[src/rtl/seq11011_pkg.sv]
// Shared types and constants for the 11011 serial pattern transmitter.
package seq11011_pkg;

  typedef enum logic [2:0] {
    S0 = 3'd0,
    S1 = 3'd1,
    S2 = 3'd2,
    S3 = 3'd3,
    S4 = 3'd4,
    S5 = 3'd5
  } ref_state_e;

  typedef enum logic {
    IDLE  = 1'b0,
    SHIFT = 1'b1
  } ctrl_state_e;

  localparam logic [4:0] PATTERN     = 5'b11011;
  localparam int         PATTERN_LEN = 5;

  // Non-overlapping Moore transition table: after a detection in S5 the
  // search restarts using only the incoming bit.
  function automatic ref_state_e ref_next(input ref_state_e s, input logic b);
    ref_state_e n;
    n = S0;
    case (s)
      S0:      n = b ? S1 : S0;
      S1:      n = b ? S2 : S0;
      S2:      n = b ? S2 : S3;
      S3:      n = b ? S4 : S0;
      S4:      n = b ? S5 : S0;
      S5:      n = b ? S1 : S0;
      default: n = S0;
    endcase
    return n;
  endfunction

endpackage

[src/rtl/seq11011_ref_fsm.sv]
// Moore, non-overlapping 11011 reference detector; advances only on valid bits.
module seq11011_ref_fsm
  import seq11011_pkg::*;
(
  input  logic clk,
  input  logic rst,
  input  logic bit_in,
  input  logic bit_valid,
  output logic det
);

  ref_state_e state_reg;
  ref_state_e state_next;

  always_ff @(posedge clk) begin
    if (rst) begin
      state_reg <= S0;
    end else begin
      state_reg <= state_next;
    end
  end

  // State is held across invalid cycles so the stream is treated as contiguous.
  always_comb begin
    state_next = state_reg;
    if (bit_valid) begin
      state_next = ref_next(state_reg, bit_in);
    end
  end

  assign det = (state_reg == S5);

endmodule

[src/rtl/seq11011_tx.sv]
// Parallel-load, MSB-first serial transmitter for the 11011 detector family.
// Define SEQ11011_TX_EXPCNT_EN to build the reference FSM and the exp_cnt counter.
module seq11011_tx
  import seq11011_pkg::*;
#(
  parameter int WIDTH = 16,
  parameter int CNT_W = 8
) (
  input  logic             clk,
  input  logic             rst,
  input  logic [WIDTH-1:0] data_in,
  input  logic             load_valid,
  output logic             load_ready,
  output logic             out,
  output logic             out_valid,
  output logic             done,
  output logic [CNT_W-1:0] exp_cnt
);

  localparam int BC_W = $clog2(WIDTH + 1);

  ctrl_state_e      state_reg,  state_next;
  logic [WIDTH-1:0] shreg_reg,  shreg_next;
  logic [BC_W-1:0]  bitcnt_reg, bitcnt_next;
  logic             out_reg,    out_next;
  logic             valid_reg,  valid_next;
  logic             done_reg,   done_next;

  always_ff @(posedge clk) begin
    if (rst) begin
      state_reg  <= IDLE;
      shreg_reg  <= '0;
      bitcnt_reg <= '0;
      out_reg    <= 1'b0;
      valid_reg  <= 1'b0;
      done_reg   <= 1'b0;
    end else begin
      state_reg  <= state_next;
      shreg_reg  <= shreg_next;
      bitcnt_reg <= bitcnt_next;
      out_reg    <= out_next;
      valid_reg  <= valid_next;
      done_reg   <= done_next;
    end
  end

  // bitcnt counts bits already placed on out; the word ends once it reaches WIDTH.
  always_comb begin
    state_next  = state_reg;
    shreg_next  = shreg_reg;
    bitcnt_next = bitcnt_reg;
    out_next    = out_reg;
    valid_next  = valid_reg;
    done_next   = 1'b0;
    case (state_reg)
      IDLE: begin
        if (load_valid) begin
          state_next  = SHIFT;
          out_next    = data_in[WIDTH-1];
          valid_next  = 1'b1;
          shreg_next  = data_in << 1;
          bitcnt_next = BC_W'(1);
        end
      end
      SHIFT: begin
        if (bitcnt_reg == BC_W'(WIDTH)) begin
          state_next = IDLE;
          out_next   = 1'b0;
          valid_next = 1'b0;
          done_next  = 1'b1;
        end else begin
          out_next    = shreg_reg[WIDTH-1];
          shreg_next  = shreg_reg << 1;
          bitcnt_next = bitcnt_reg + BC_W'(1);
        end
      end
      default: begin
        state_next = IDLE;
        out_next   = 1'b0;
        valid_next = 1'b0;
      end
    endcase
  end

  assign load_ready = (state_reg == IDLE);
  assign out        = out_reg;
  assign out_valid  = valid_reg;
  assign done       = done_reg;

`ifdef SEQ11011_TX_EXPCNT_EN
  localparam logic [CNT_W-1:0] CNT_MAX = '1;

  logic             det;
  logic             det_d_reg;
  logic             det_rise;
  logic             cnt_inc;
  logic [CNT_W-1:0] cnt_reg;

  seq11011_ref_fsm u_ref_fsm (
    .clk       (clk),
    .rst       (rst),
    .bit_in    (out_reg),
    .bit_valid (valid_reg),
    .det       (det)
  );

  // S5 cannot be re-entered without leaving it first, so a rising det marks
  // each entry exactly once even when S5 is held through an idle gap.
  assign det_rise = det & ~det_d_reg;
  assign cnt_inc  = det_rise && (cnt_reg != CNT_MAX);

  always_ff @(posedge clk) begin
    if (rst) begin
      det_d_reg <= 1'b0;
      cnt_reg   <= '0;
    end else begin
      det_d_reg <= det;
      if (cnt_inc) begin
        cnt_reg <= cnt_reg + CNT_W'(1);
      end
    end
  end

  // Fold the pending increment in so the count is visible right after the edge
  // that consumed the final pattern bit.
  assign exp_cnt = cnt_inc ? (cnt_reg + CNT_W'(1)) : cnt_reg;
`else
  assign exp_cnt = '0;
`endif

endmodule

[config.mk]
export PLATFORM = sky130hd
export DESIGN_NAME = seq11011_tx
export DESIGN_NICKNAME = d
export VERILOG_FILES = /design/src/rtl/seq11011_pkg.sv /design/src/rtl/seq11011_ref_fsm.sv /design/src/rtl/seq11011_tx.sv
export SDC_FILE = /design/constraint.sdc
export NUM_CORES = 1
export LEC_CHECK = 0
export CELL_PAD_IN_SITES_DETAIL_PLACEMENT = 0
export CELL_PAD_IN_SITES_GLOBAL_PLACEMENT = 1
export CORE_MARGIN = 1.5
export CORE_UTILIZATION = 38
export CTS_BUF_LIST = sky130_fd_sc_hd__clkbuf_2 sky130_fd_sc_hd__clkbuf_4 sky130_fd_sc_hd__clkbuf_8
export CTS_CLUSTER_SIZE = 10
export DETAILED_ROUTE_END_ITERATION = 10
export DONT_BUFFER_PORTS = 1
export PLACE_DENSITY_LB_ADDON = 0.1
export SLEW_MARGIN = 30
export SYNTH_ARGS = -nofsm -noshare
export SYNTH_HDL_FRONTEND = slang
export SYNTH_HIERARCHICAL = 1
export SYNTH_SLANG_ARGS = --single-unit
[constraint.sdc]
create_clock -name clk -period 3.78 [get_ports clk]
set_input_delay 0.756 -clock clk [delete_from_list [all_inputs] [get_ports clk]]
set_output_delay 0.756 -clock clk [all_outputs]
set_load 0.03 [all_outputs]
# Word level (Yosys, flattened, before mapping)
# Index checks and enable logic that the tools add are counted.
# totals
reg_bits	25
inputBits	19
output_inout_bits	12
word_cells	31
# classes
addsub	1
n_eq_ne	4
mux	16
n_bitwise	1
reduce_logical	3
# op_table
cell	count
16-bit two-way mux	2
16-bit one-hot mux with 2 select lines	1
5-bit two-way mux	2
5-bit one-hot mux with 2 select lines	1
1-bit two-way mux	7
1-bit one-hot mux with 2 select lines	3
5-bit by 1-bit adder with 5-bit output (second input constant)	1
5-bit equality test (second input constant)	1
2-bit != test (second input constant)	2
2-bit AND reduction	2
2-bit by 1-bit != test with 1-bit output (second input constant)	1
2-bit OR reduction	1
1-bit inverter	1

# Depth between registers and ports, before layout
# logic_depth
word_depth	3
depth_mapped	7
depth_no_buf	5

# Least setup slack after synthesis
# No wires, ideal clock.
# synth_path
path_kind	input-to-reg
startpoint	input port load_valid
endpoint	register shreg_reg[14]
setup_ps	134
arrival_time_ps	1455
t_required_ps	3646
slack_ps	2191
cell_stages	4
path_buffers	1
cell_sequence	clkbuf_1 and2b_1 a211oi_1 a211oi_1
# synth_between
elab_chain_len	2
# synth_lines
element	line_no	source
start, declared	seq11011_tx.sv:12	input logic load_valid,
2-bit != test (no source line)	n/a	
2-bit AND reduction (no source line)	n/a	
end signal, assigned	seq11011_tx.sv:39	shreg_reg <= shreg_next;
end, declared	seq11011_tx.sv:23	logic [WIDTH-1:0] shreg_reg, shreg_next;
# No other way between the ends.
# A chain may end at the register's enable or synchronous reset.

# Worst setup path after layout
# layout_path
startpoint	register state_reg
endpoint	output port load_ready
# layout_between
elab_chain_len	1
# layout_lines
element	line_no	source
start, declared	seq11011_tx.sv:22	ctrl_state_e state_reg, state_next;
start signal, assigned	seq11011_tx.sv:38	state_reg <= state_next;
1-bit inverter	n/a	
end, declared	seq11011_tx.sv:13	output logic load_ready,
# No other way between the ends.

==> metrics list <==
- Peak ir drop on the vdd network: between 0.1 and 0.15 mV
- In this run the core area contains 21 standard-cell rows.
- Number of cells upsized or downsized after cts: 0
* Share of async-settable or async-resettable flops after synthesis: 0
- Leaving out filler cells and counting taps, the final layout contains between 150 and 200.
- In this run, placement finished with an instance count of around 180.
- Starting DRC count in detailed routing: 47
- Leading cell types by total area after synthesis: dfxtp_1 (36%), a211oi_1 (15%), mux2i_1 (9.8%)
* Critical-path cell with the highest stage delay: dfxtp_1
* Number of warnings reported in the yosys synthesis log: 6
- Entering global routing, the biggest net connects 40 pins.
- Summing every instance area after synthesis gives 1330 um^2.
* Worst reg-to-reg path cell count: 5
- The count of buffers added on input and output ports is 0.
- The initial antenna violation count was 0.
- Number of remaining DRC errors: 0
- Global-route wire length before repair: roughly 4.3 mm
* Die Area: roughly 3900 um^2
- Critical path buffer and inverter count: 1
* # hold bufs at CTS: 0
- The routed layout has approximately 1000 vias.
- Vertical die dimension: 62.2 um
- Cell taking the most area after synthesis: dfxtp_1
- The detail route stage leaves a number of antenna-violating nets equal to 0.
- The worst hold path passes through 2 cells.
* Worst path required time: 3.02 ns
- Buffers added to address setup during post-CTS repair amount to 0.
- Counting every instance in the synthesized netlist gives around 150.
- Dividing the detail-routed wire length by the instance count gives 13.7 um.
- Mean Syn Cell Area: between 9 and 10 um^2
- Static power due to leakage: about 0.00041 uW
* Critical Path Source Type: flop
- During I/O placement, the number of pins put on the boundary was 31.
- Summed over all layers, the global routing overflow is 0.
* Combined flip-flop and latch cell area: about 480 um^2
* Number of detailed-route iterations in the first pass: 4
- Total Wirelength: between 2 and 2.5 mm
* Startpoint of the worst hold path: shreg_reg[1]
* Category of the most critical setup path: reg2out
- Worst-Skew Late Latency: ~0.3 ns
- The tree is rooted in a clkbuf_4.
- Top delay family on crit path: flip-flops
- Deepest clock path buffer count: 2
* Number of enable-type register cells in the synthesized netlist: 0
* Clock tree skew after final layout: about 0.0046 ns
- Placer congestion estimate: roughly 0.71
- Number of register bits inferred by synthesis: 24
* Period Utilization, post-route: 0.456
- Critical path, cell by cell: inv_1
- The worst pin sits at a relative slew slack of 0.660.
- From left edge to right edge, the die measures 62.2 um.
- For this run, the register share of the synthesized area comes to 0.361.
* Class of the tightest hold or removal check: reg2reg
- The tool flagged a number of max-cap violations equal to 0.
- In this run the power density over the cells is between 300 and 400 nW/um^2.
* Antenna Diode Count: 0
- R2R Path End: shreg_reg[15]
- TritonCTS built the clock tree.
* Slew at the pin closest to its max-slew limit: ~0.51 ns
* Slowest Stage Delay on Critical Path: between 0.3 and 0.4 ns
* Hold endpoint: shreg_reg[1]
- Syn-to-layout area delta: -3.10%
- Arrival time at the worst endpoint: 0.97 ns
- Final TNS setup: 0 ns
* Number of global-route vias before repair: approximately 960
- Number of buffers created by CTS: 3
- In the final layout, the share of cells above drive strength 1 is 0.0441.
* Startpoint of the lowest-slack register-to-register path: bitcnt_reg[0]
- Tot GR Track Use: 0.137
* Highest fanout seen on the critical path: 6
* Vias per std cell: 5.39
- Detailed placement ended at an HPWL of 1.54 mm.
- The run finished with clean final reports.
* Main flop type after synthesis: dfxtp_1
* Max-slew violation count: 0
- Time the final worst path needs with I/O delays and setup: around 1.7 ns
- CTS H-tree depth: 1
* Reg2Reg Setup Slack: between 2 and 2.5 ns
- Fill cells in the final layout number about 370.
* Final hold violation count: 0
* Number of gates on the worst path with buffers counted: 1
- Area occupied by multi-input gates: between 700 and 800 um^2
- The total area inside the core boundary comes to ~3300 um^2.
* Number of clock sinks: 24
- Netlist cell types: 29
- Setup repair after global routing left no endpoint under its margin.
- STA classifies the critical path endpoint as an output port.
* Starting density of the core: 0.399
* Final setup fails: 0
- The most critical setup path has its startpoint at state_reg.
- FMAX: between 500 and 600 MHz
* # nets final: 159
- Area share of the largest cell type after synthesis: 0.361
- The register with the most flip-flops in the layout has 15 of them.
- Clock-pin slew was measured on the worst setup and hold paths at between 0.1 and 0.15 ns.
through the flow:
stage / hold slack (ns) / setup WS, ns / total power, uW / util / area [um^2]
2_1_floorplan: 0.459 / 2.19 / 365 / - / 1360
3_3_place_gp: 0.479 / 2.19 / 357 / 0.380 / 1270
3_5_place_dp: 0.478 / 2.16 / 359 / 0.380 / 1270
4_1_cts: 0.479 / 2.03 / 473 / 0.387 / 1290
6_report: 0.496 / 2.06 / 461 / 0.387 / 1290
5_1_grt: 0.467 / 1.94 / 494 / 0.387 / 1290
synthesized netlist by cell type, types with 3 or more instances:
cell and instances:
a211oi_1 26, a21oi_1 4, a31oi_1 4, buf_2 5, buf_4 8, clkbuf_1 3
dfxtp_1 24, inv_1 3, mux2i_1 13, nand2_1 9, nand3_1 7, nor2b_1 14
o21ai_0 3
layout make-up:
| type | instances | share of cell area |
|---|---|---|
| tap | 46 | 0.0446 |
| inverter | 3 | 0.00872 |
| timing repair buffer | 1 | 0.00581 |
| multi-input combinational | 105 | 0.551 |
| sequential | 24 | 0.372 |
| clock buffer | 3 | 0.0174 |
placed cells by master, fill, tap and decap left out, types with 2 or more instances in the layout:
cell	count
conb_1	8
and2b_1	2
o21ai_0	3
mux2i_1	13
clkbuf_4	3
dfxtp_1	24
nor2_1	2
a311oi_1	2
nand2_1	9
nor2b_1	14
a21oi_1	4
inv_1	3
nor3_1	2
a211oi_1	26
a31oi_1	4
ha_1	2
nand3_1	7
where the power goes:
part,internal [uW],switching [uW]
logic,27.6,38.5
registers,271,16.3
clock network,37.2,70.9
worst register-to-register path: stages (launching register included):
cell,delay [ns]
dfxtp_1,0.36
inv_1,0.07
ha_1,0.16
and4bb_2,0.58
nand2_1,0.11
a311oi_1,0.29
worst max path at each step:
stage	to	slack, ns
final	load_ready	2.06
after global routing	shreg_reg[15]	1.94
after CTS	load_ready	2.03
after detailed placement	shreg_reg[15]	2.16
after global placement	bitcnt_reg[0]	2.19
after floorplan	shreg_reg[14]	2.19
metal layers:
| layer | GRT usage | vias up | wire (um) |
|---|---|---|---|
| met3 | 0.0362 | 2 | 93 |
| met5 | 0 | - | 0 |
| met1 | 0.170 | 468 | 1170 |
| met4 | 0.0528 | 0 | 17 |
| li1 | - | 500 | - |
| met2 | 0.227 | 11 | 1210 |
kinds of logic after synthesis:
family,synth area share
AOI/OAI and AO/OA,0.223
other,0.00281
buffers and inverters,0.125
and+or+nand+nor,0.172
adders and majority gates,0.0188
muxes,0.0976
DFF,0.361
Power figures use the tool's default switching activity.
